[config.mk]
export PLATFORM = sky130hd
export DESIGN_NAME = key_debounce_array
export DESIGN_NICKNAME = d
export VERILOG_FILES = /design/src/rtl/key_pkg.sv /design/src/rtl/key_debounce_chan.sv /design/src/rtl/key_debounce_array.sv
export SDC_FILE = /design/constraint.sdc
export NUM_CORES = 1
export LEC_CHECK = 0
export CAP_MARGIN = 0
export CELL_PAD_IN_SITES_DETAIL_PLACEMENT = 2
export CELL_PAD_IN_SITES_GLOBAL_PLACEMENT = 2
export CORE_MARGIN = 10
export CORE_UTILIZATION = 39
export CTS_CLUSTER_SIZE = 25
export DETAILED_ROUTE_END_ITERATION = 7
export PLACE_DENSITY = 0.82
export REMOVE_ABC_BUFFERS = 1
export SLEW_MARGIN = 0
export SYNTH_ARGS = -nofsm -noshare
export SYNTH_HDL_FRONTEND = slang
export SYNTH_SLANG_ARGS = --single-unit
[constraint.sdc]
create_clock -name Clk -period 3 [get_ports Clk]
set_clock_uncertainty 0.2 [all_clocks]
set_input_delay 0.45 -clock Clk [delete_from_list [all_inputs] [get_ports Clk]]
set_output_delay 0.45 -clock Clk [all_outputs]
set_load 0.02 [all_outputs]
[src/rtl/key_pkg.sv]
// Shared types and sizing helper for the key conditioner channels.
package key_pkg;

    typedef enum logic [1:0] {
        IDLE    = 2'd0,
        PRESSED = 2'd1,
        LONG    = 2'd2
    } key_state_t;

    // Counter width sized so the largest terminal count fits without wrapping.
    function automatic int cnt_w(input int db_ms, input int long_ms, input int rep_ms);
        int m;
        m = db_ms;
        if (long_ms > m) m = long_ms;
        if (rep_ms > m) m = rep_ms;
        return $clog2(m + 1);
    endfunction

endpackage

[src/rtl/key_debounce_chan.sv]
// One key channel: 2-flop sync, tick-based debounce, press/long/repeat FSM.
// Latency: pin->raw 2 Clk, level on DEBOUNCE_MS-th tick, pulses 1 Clk later; no backpressure.
module key_debounce_chan
    import key_pkg::*;
#(
    parameter int DEBOUNCE_MS = 20,
    parameter int LONG_MS     = 1000,
    parameter int REPEAT_MS   = 200,
    parameter int REPEAT_EN   = 1
) (
    input  logic Clk,
    input  logic Reset_N,
    input  logic Tick_ms,
    input  logic Key_N,
    output logic Key_Level,
    output logic Press_Pulse,
    output logic Release_Pulse,
    output logic Long_Pulse,
    output logic Repeat_Pulse
);

    localparam int CNT_W = cnt_w(DEBOUNCE_MS, LONG_MS, REPEAT_MS);
    localparam logic [CNT_W-1:0] DB_LAST   = CNT_W'(DEBOUNCE_MS - 1);
    localparam logic [CNT_W-1:0] LONG_LAST = CNT_W'(LONG_MS - 1);
    localparam logic [CNT_W-1:0] REP_LAST  = CNT_W'(REPEAT_MS - 1);
    localparam logic [CNT_W-1:0] CNT_ONE   = CNT_W'(1);

    logic             sync1_q, sync1_d, sync2_q, sync2_d;
    logic             raw;
    logic             level_q, level_d;
    logic             falling;
    logic [CNT_W-1:0] db_cnt_q, db_cnt_d;
    logic [CNT_W-1:0] hold_cnt_q, hold_cnt_d;
    key_state_t       state_q, state_d;
    logic             press_q, press_d, release_q, release_d;
    logic             long_q, long_d, repeat_q, repeat_d;

    assign raw = ~sync2_q;

    always_comb begin
        sync1_d  = Key_N;
        sync2_d  = sync1_q;
        level_d  = level_q;
        db_cnt_d = db_cnt_q;
        if (raw == level_q) begin
            db_cnt_d = '0;
        end else if (Tick_ms) begin
            if (db_cnt_q == DB_LAST) begin
                level_d  = ~level_q;
                db_cnt_d = '0;
            end else begin
                db_cnt_d = db_cnt_q + CNT_ONE;
            end
        end
    end

    // A release being accepted this cycle freezes hold counting so it wins over Long/Repeat.
    assign falling = level_q & ~level_d;

    always_comb begin
        state_d    = state_q;
        hold_cnt_d = hold_cnt_q;
        press_d    = 1'b0;
        release_d  = 1'b0;
        long_d     = 1'b0;
        repeat_d   = 1'b0;
        case (state_q)
            IDLE: begin
                hold_cnt_d = '0;
                if (level_q) begin
                    state_d = PRESSED;
                    press_d = 1'b1;
                end
            end
            PRESSED: begin
                if (!level_q) begin
                    state_d    = IDLE;
                    release_d  = 1'b1;
                    hold_cnt_d = '0;
                end else if (Tick_ms && !falling) begin
                    if (hold_cnt_q == LONG_LAST) begin
                        state_d    = LONG;
                        long_d     = 1'b1;
                        hold_cnt_d = '0;
                    end else begin
                        hold_cnt_d = hold_cnt_q + CNT_ONE;
                    end
                end
            end
            LONG: begin
                if (!level_q) begin
                    state_d    = IDLE;
                    release_d  = 1'b1;
                    hold_cnt_d = '0;
                end else if ((REPEAT_EN != 0) && Tick_ms && !falling) begin
                    if (hold_cnt_q == REP_LAST) begin
                        repeat_d   = 1'b1;
                        hold_cnt_d = '0;
                    end else begin
                        hold_cnt_d = hold_cnt_q + CNT_ONE;
                    end
                end
            end
            default: begin
                state_d    = IDLE;
                hold_cnt_d = '0;
            end
        endcase
    end

    always_ff @(posedge Clk or negedge Reset_N) begin
        if (!Reset_N) begin
            sync1_q    <= 1'b1;
            sync2_q    <= 1'b1;
            level_q    <= 1'b0;
            db_cnt_q   <= '0;
            hold_cnt_q <= '0;
            state_q    <= IDLE;
            press_q    <= 1'b0;
            release_q  <= 1'b0;
            long_q     <= 1'b0;
            repeat_q   <= 1'b0;
        end else begin
            sync1_q    <= sync1_d;
            sync2_q    <= sync2_d;
            level_q    <= level_d;
            db_cnt_q   <= db_cnt_d;
            hold_cnt_q <= hold_cnt_d;
            state_q    <= state_d;
            press_q    <= press_d;
            release_q  <= release_d;
            long_q     <= long_d;
            repeat_q   <= repeat_d;
        end
    end

    assign Key_Level     = level_q;
    assign Press_Pulse   = press_q;
    assign Release_Pulse = release_q;
    assign Long_Pulse    = long_q;
    assign Repeat_Pulse  = repeat_q;

endmodule

[src/rtl/key_debounce_array.sv]
// NUM_KEYS independent key conditioners: debounced level plus press/release/long/repeat strobes.
// Latency: level on DEBOUNCE_MS-th tick after pin settles, strobes 1 Clk later; no backpressure.
module key_debounce_array
    import key_pkg::*;
#(
    parameter int NUM_KEYS    = 4,
    parameter int DEBOUNCE_MS = 20,
    parameter int LONG_MS     = 1000,
    parameter int REPEAT_MS   = 200,
    parameter int REPEAT_EN   = 1
) (
    input  logic                Clk,
    input  logic                Reset_N,
    input  logic                Tick_ms,
    input  logic [NUM_KEYS-1:0] Key_N,
    output logic [NUM_KEYS-1:0] Key_Level,
    output logic [NUM_KEYS-1:0] Press_Pulse,
    output logic [NUM_KEYS-1:0] Release_Pulse,
    output logic [NUM_KEYS-1:0] Long_Pulse,
    output logic [NUM_KEYS-1:0] Repeat_Pulse
);

    for (genvar i = 0; i < NUM_KEYS; i++) begin : g_chan
        key_debounce_chan #(
            .DEBOUNCE_MS(DEBOUNCE_MS),
            .LONG_MS    (LONG_MS),
            .REPEAT_MS  (REPEAT_MS),
            .REPEAT_EN  (REPEAT_EN)
        ) u_chan (
            .Clk          (Clk),
            .Reset_N      (Reset_N),
            .Tick_ms      (Tick_ms),
            .Key_N        (Key_N[i]),
            .Key_Level    (Key_Level[i]),
            .Press_Pulse  (Press_Pulse[i]),
            .Release_Pulse(Release_Pulse[i]),
            .Long_Pulse   (Long_Pulse[i]),
            .Repeat_Pulse (Repeat_Pulse[i])
        );
    end

endmodule
==> results.toml <==
[placement]
dp_cells = 861
routabilityCongestion = 0.804
dpl.hpwl_um = 11600
portBuffers = 26
place_area_um2 = 6660

[grt]
grt_max_degree = 60
antenna_found_initial = 0
grt-ovfl-total = 0
grt_pass1_vias = 5803
track_usage = 0.172
grt_pass1_wl_um = 30700

[synthesis]
yosys_register_bits = 116
netlist_area_um2 = 6260
synth_edf_count = 0
ys_seq_area_frac = 0.465
async_flop_share = 1.00
ys_warn_count = 0
syn_avg_cell_area_um2 = 9.69
netlist.area_leader.share = 0.432
synthCells = 646
yosysUniqueCellTypes = 72
yosys-top-cells-area = "dfrtp_1, ha_1, nand2_1"
synth_top_flop_cell = "dfrtp_1"
yosysTopAreaCell = "dfrtp_1"

[final_layout]
utilization = 0.463
nNetsFinal = 692
diodes = 0
n_fill_cell = 1639
drive_gt1_frac = 0.0959
postLayoutCellArea_um2 = 7330
fin_cells = 894
synthToLayoutAreaGrowth_pct = 17.1
multi_input_area_um2 = 3050
seqCellArea_um2 = 2910

[floorplan]
io_pins = 27
initial_core_util = 0.395
die_h_um = 147
row_count = 46
core_area_um2 = 15800
dieWidth_um = 147
dieArea_um2 = 21500

[setup_path]
r2r_setup_slack_ns = 0.25
r2r-start = "g_chan[0].u_chan.db_cnt_q[1]$_DFFE_PN0P_"
end_kind = "register"
crit_path_max_fanout = 8
startpoint_type = "register"
worstSetupPathType = "reg -> reg"
cp-startpoint = "g_chan[0].u_chan.db_cnt_q[1]$_DFFE_PN0P_"
critPathArrivalTime_ns = 2.85
reg2reg_depth = 6
cp.required_ns = 3.10
r2r-end = "g_chan[0].u_chan.hold_cnt_q[0]$_DFFE_PN0P_"

[sta]
hold_violations = 0
slew_headroom = 0.442
fmax_mhz = 363
tightest_slew_ns = 0.834
rsz0062_at_grt = "no"
finalCritPeriodShare = 0.917
slew_violations = 0
fin_tns_setup_ns = 0
fin_crit_ns = 2.75
setup_violations = 0

[cts]
cts_inserted_buffers = 17
post_cts_resized = 0
cts_max_level = 4
path_clk_slew_ns = 0.06
cts_tree = "built"
clk_latency_ns = 0.42
numClockSinks = 116
cts_root_buffer = "clkbuf_16"
clock_path_buffers = 2
cts_setup_buffers = 0
ctsHoldBuffers = 1

[routing]
wl_per_cell_um = 20.1
via_per_inst = 5.69
num_vias = 5084
ant_nets = 0
drc_errors = 0
drtIter0Drc = 221
routed_wl_um = 18000
first_pass_iters = 4

[min_path]
whs_path_depth = 0
min_path_type = "reg -> reg"
worstHoldEndpoint = "g_chan[1].u_chan.sync2_q$_DFF_PN1_"
min-delay-start = "g_chan[1].u_chan.sync1_q$_DFF_PN1_"

[power_and_ir_drop]
p_per_area_nw_per_um2 = 585
peakVddDrop_mv = 0.394
p_leak_nw = 3.22
p_total_mw = 4.29

[job]
drv_cap = 0

[status]
status = "finished, final reports clean"
==> synth_stat cells (4+ instances only) <==
library cell and count:
dfrtp_1 108, nand2_1 66, nor2_1 60, o21ai_0 36, a22o_1 25, nand3_1 25, and3_1 24, inv_1 24
nor2b_1 23, buf_4 20, ha_1 20, xor2_1 19, a21oi_1 18, nand4_1 17, nor3_1 12, dfstp_2 8
o31ai_1 8, xnor2_1 8, clkbuf_1 7, or3_1 7, and4_1 6, a21o_1 5, nor4_1 5, o2bb2a_1 5
a31oi_1 4, a41oi_1 4, buf_2 4, nor4b_1 4, o21bai_1 4
==> area by class of cell <==
type	instances	area share
multi-input cells	472	0.416
flip-flops and latches	116	0.398
clock buffers	23	0.0666
repair buffers	34	0.0471
well taps	216	0.0369
clock inverters	9	0.0236
inverters	24	0.0123
==> sequential cells by signal (all words and copies together), names as in the netlist <==
name                         flops
g_chan.u_chan.db_cnt_q          40
g_chan.u_chan.hold_cnt_q        40
g_chan.u_chan.state_q            8
g_chan.u_chan.Key_Level          4
g_chan.u_chan.Long_Pulse         4
g_chan.u_chan.Press_Pulse        4
g_chan.u_chan.Release_Pulse      4
g_chan.u_chan.Repeat_Pulse       4
g_chan.u_chan.sync1_q            4
g_chan.u_chan.sync2_q            4
==> cells by family (layout without fill, tap and decap cells) <==
group,after synthesis,in the layout,share of synthesized area
compound gates,144,144,0.169
buf+inv,58,90,0.0476
mux,6,6,0.0102
xor+xnor,27,27,0.0378
flops,116,116,0.465
fa+ha+maj,20,20,0.0400
simple gates,275,275,0.231
==> layer usage <==
layer  vias to the layer above  track usage  wire, um
met1                      2634        0.202      7910
met3                        26       0.0343       383
li1                       2367            -         -
met4                         0       0.0651       308
met2                        57        0.302      9360
met5                         -            0         0
==> worst max-delay path by stage <==
stage                                                            end  slack [ns]  cells after the start
after detailed placement  g_chan[1].u_chan.hold_cnt_q[2]$_DFFE_PN0P_        0.34                      6
final                     g_chan[0].u_chan.hold_cnt_q[0]$_DFFE_PN0P_        0.25                      6
after global placement    g_chan[1].u_chan.hold_cnt_q[3]$_DFFE_PN0P_        0.45                      5
after global routing      g_chan[1].u_chan.hold_cnt_q[4]$_DFFE_PN0P_        0.03                      6
after CTS                 g_chan[0].u_chan.hold_cnt_q[0]$_DFFE_PN0P_        0.24                      6
after floorplan           g_chan[2].u_chan.hold_cnt_q[8]$_DFFE_PN0P_        0.74                      6
==> power breakdown <==
| part | switching [mW] | total, mW | internal (mW) |
|---|---|---|---|
| logic | 0.134 | 0.246 | 0.113 |
| registers | 0.0996 | 1.75 | 1.65 |
| clock network | 0.733 | 2.29 | 1.56 |
| total | 0.967 | 4.29 | 3.32 |
==> cell usage in the layout (no fill, tap or decap), types with 19 or more instances in the layout <==
cell type          n
clkdlybuf4s50_1   25
xor2_1            19
nor2_1            60
nand3_1           25
a22o_1            25
and3_1            24
dfrtp_1          108
nor2b_1           23
o21ai_0           36
ha_1              20
inv_1             24
nand2_1           66
==> worst max-delay path, stage by stage (launching register included) <==
cell and delay (ns):
dfrtp_1 0.38, ha_1 0.25, nor4b_1 0.61, nand3_1 0.24, a21oi_1 0.39, nor2_1 0.24, mux2_2 0.32
==> stage by stage <==
stage                     hold WS (ns)  setup WS [ns]
final                            0.157          0.248
after detailed placement         0.149          0.344
after floorplan                -0.0456          0.736
after global placement           0.148          0.449
after CTS                        0.158          0.240
after global routing             0.159         0.0292
No activity file was read; power rests on OpenSTA's default activity.
==> patch: new RTL, same flow settings <==
Re-encode `key_state_t` (3 states) as one-hot, 3 bits wide.
--- a/src/rtl/key_pkg.sv
+++ b/src/rtl/key_pkg.sv
@@ -1,10 +1,10 @@
 // Shared types and sizing helper for the key conditioner channels.
 package key_pkg;
 
-    typedef enum logic [1:0] {
-        IDLE    = 2'd0,
-        PRESSED = 2'd1,
-        LONG    = 2'd2
+    typedef enum logic [2:0] {
+        IDLE    = 3'b001,
+        PRESSED = 3'b010,
+        LONG    = 3'b100
     } key_state_t;
 
     // Counter width sized so the largest terminal count fits without wrapping.
Function: same outputs for any inputs over 10 cycles, from zero or initial values and one cycle with Reset_N low; not proved beyond that.
==> patch against the unedited design <==
  * Power up 4.4%
  * Synthesized cell count decreased by 2.0%
  * Setup slack got worse by 0.11 ns
  * Final area up 0.27%
  * Sequential cell count increased by 4
  * Routed wire length is 0.12% higher
  * Synthesized area down 0.28%
  * Sequential share of layout area up 1.3 points
  * Clock power is 5% lower
  * Critical path type unchanged
  * Critical endpoint is now g_chan[3].u_chan.hold_cnt_q[3]$_DFFE_PN0P_
==> patch: results (changes against the unedited design) <==
.. list-table::
   :header-rows: 1

   * - Metric
     - Value
   * - Run status
     - finished clean
   * - Post-route insts no fill
     - 891 (-0.34%)
   * - Clock Network Area Fraction
     - 0.0843 (-0.00587)
   * - Standard cell with the maximum stage delay on the critical path
     - sky130_fd_sc_hd__or4_4
   * - Relative slew slack
     - 0.409 (-0.0334)
   * - Tot Pwr
     - 4480 µW (+4.4%)
   * - Multi-input gates
     - 467 (-1.1%)
   * - Multi-input gate share of total cell area
     - 0.404 (-0.0122)
   * - Count of distinct cell types in the synthesized netlist
     - 61 (-15%)
   * - Post-place setup slack
     - 0.123 ns (-0.221 ns)
   * - Share of post-route cells with drive strength above 1
     - 0.126 (+0.0301)
   * - Clock network power
     - 2170 µW (-5%)
   * - Biggest regs
     - g_chan.u_chan.db_cnt_q: 40 flops, g_chan.u_chan.hold_cnt_q: 40 flops, g_chan.u_chan.state_q: 12 flops
   * - Count of nets after finishing
     - 677 (-2.2%)
   * - DP Area
     - 6720 µm² (+0.92%)
   * - Sequential share of the synthesized area
     - 0.484 (+0.0181)
   * - Number of instances in the placed design
     - 858 (-0.35%)
   * - CP arrival
     - 2.97 ns (+0.12 ns)
   * - Post-detailed-route wirelength per cell
     - 20.2 µm (+0.46%)
   * - FFs & Latches
     - 120 (+3.4%)
   * - Inverters
     - 10 (-58%)
   * - Count of clock buffers in the final design
     - 24 (+4.3%)
   * - Crit Path Max Fanout
     - 6 (-2)
   * - Number of design-rule violations left by the first detailed-router iteration
     - 174 (-21%)
   * - Top post-synthesis cells by count
     - sky130_fd_sc_hd__dfrtp_1, sky130_fd_sc_hd__nor2_1, sky130_fd_sc_hd__nand2_1
   * - Global placement routability congestion
     - 0.794 (-1.2%)
   * - Ranking of synthesized cells by area
     - sky130_fd_sc_hd__dfrtp_1, sky130_fd_sc_hd__dfstp_2, sky130_fd_sc_hd__nor2_1, sky130_fd_sc_hd__nand2_1, sky130_fd_sc_hd__xor2_1
   * - Seq pwr
     - 1850 µW (+6%)
   * - Plain + repair buffers
     - 46 (+35%)
   * - Average vias per placed instance
     - 5.70 (+0.18%)
   * - Hold WS
     - 0.158 ns (+0.00131 ns)
   * - Switching share of power
     - 0.259 (+0.0330)
   * - RR Startpoint
     - g_chan[3].u_chan.db_cnt_q[0]$_DFFE_PN0P_
   * - Hold Startpoint
     - g_chan[3].u_chan.sync1_q$_DFF_PN1_
   * - Filler Cell Count
     - 1648 (+0.55%)
   * - Util after Layout
     - 0.466 (+0.00296)
   * - Number of global-route vias before repair
     - 5800 (-0.052%)
   * - Worst vdd ir
     - 0.000415 V (+5.3%)
   * - Worst setup slack for register-to-register paths
     - 0.14 ns (-0.11 ns)
   * - First-pass GRT wire length
     - 30.7 mm (about the same)
   * - Crit path time final
     - 2.86 ns (+0.109 ns)
   * - Pleak
     - 0.00319 µW (-1.0%)
   * - Reg area
     - 3020 µm² (+3.6%)
   * - End point of the worst hold path
     - g_chan[3].u_chan.sync2_q$_DFF_PN1_
## patch: changes by cell type after synthesis, moves of 9 or more
cell | unedited run | this run
sky130_fd_sc_hd__inv_1 | 24 | 10
sky130_fd_sc_hd__and3_1 | 24 | 15
sky130_fd_sc_hd__nor2b_1 | 23 | 9
sky130_fd_sc_hd__ha_1 | 20 | 8
sky130_fd_sc_hd__o21ai_0 | 36 | 26
sky130_fd_sc_hd__a22oi_1 | 0 | 9
## patch: logic make-up after synthesis
group | Yosys count | synth area share
simple gates | 292 | 0.253
compound gates | 127 | 0.149
flops | 120 | 0.484
buf+inv | 46 | 0.0411
xor+xnor | 36 | 0.0505
fa+ha+maj | 8 | 0.0160
mux | 4 | 0.00702
## patch: routing by layer
layer  track usage  up-vias  wire (µm)  part of all wire
li1              -     2359          -                 -
met1         0.199     2633       7650              0.43
met2         0.312       55       9590              0.53
met3        0.0352       29        391             0.022
met4        0.0651        0        354             0.020
met5             0        -          0                 0
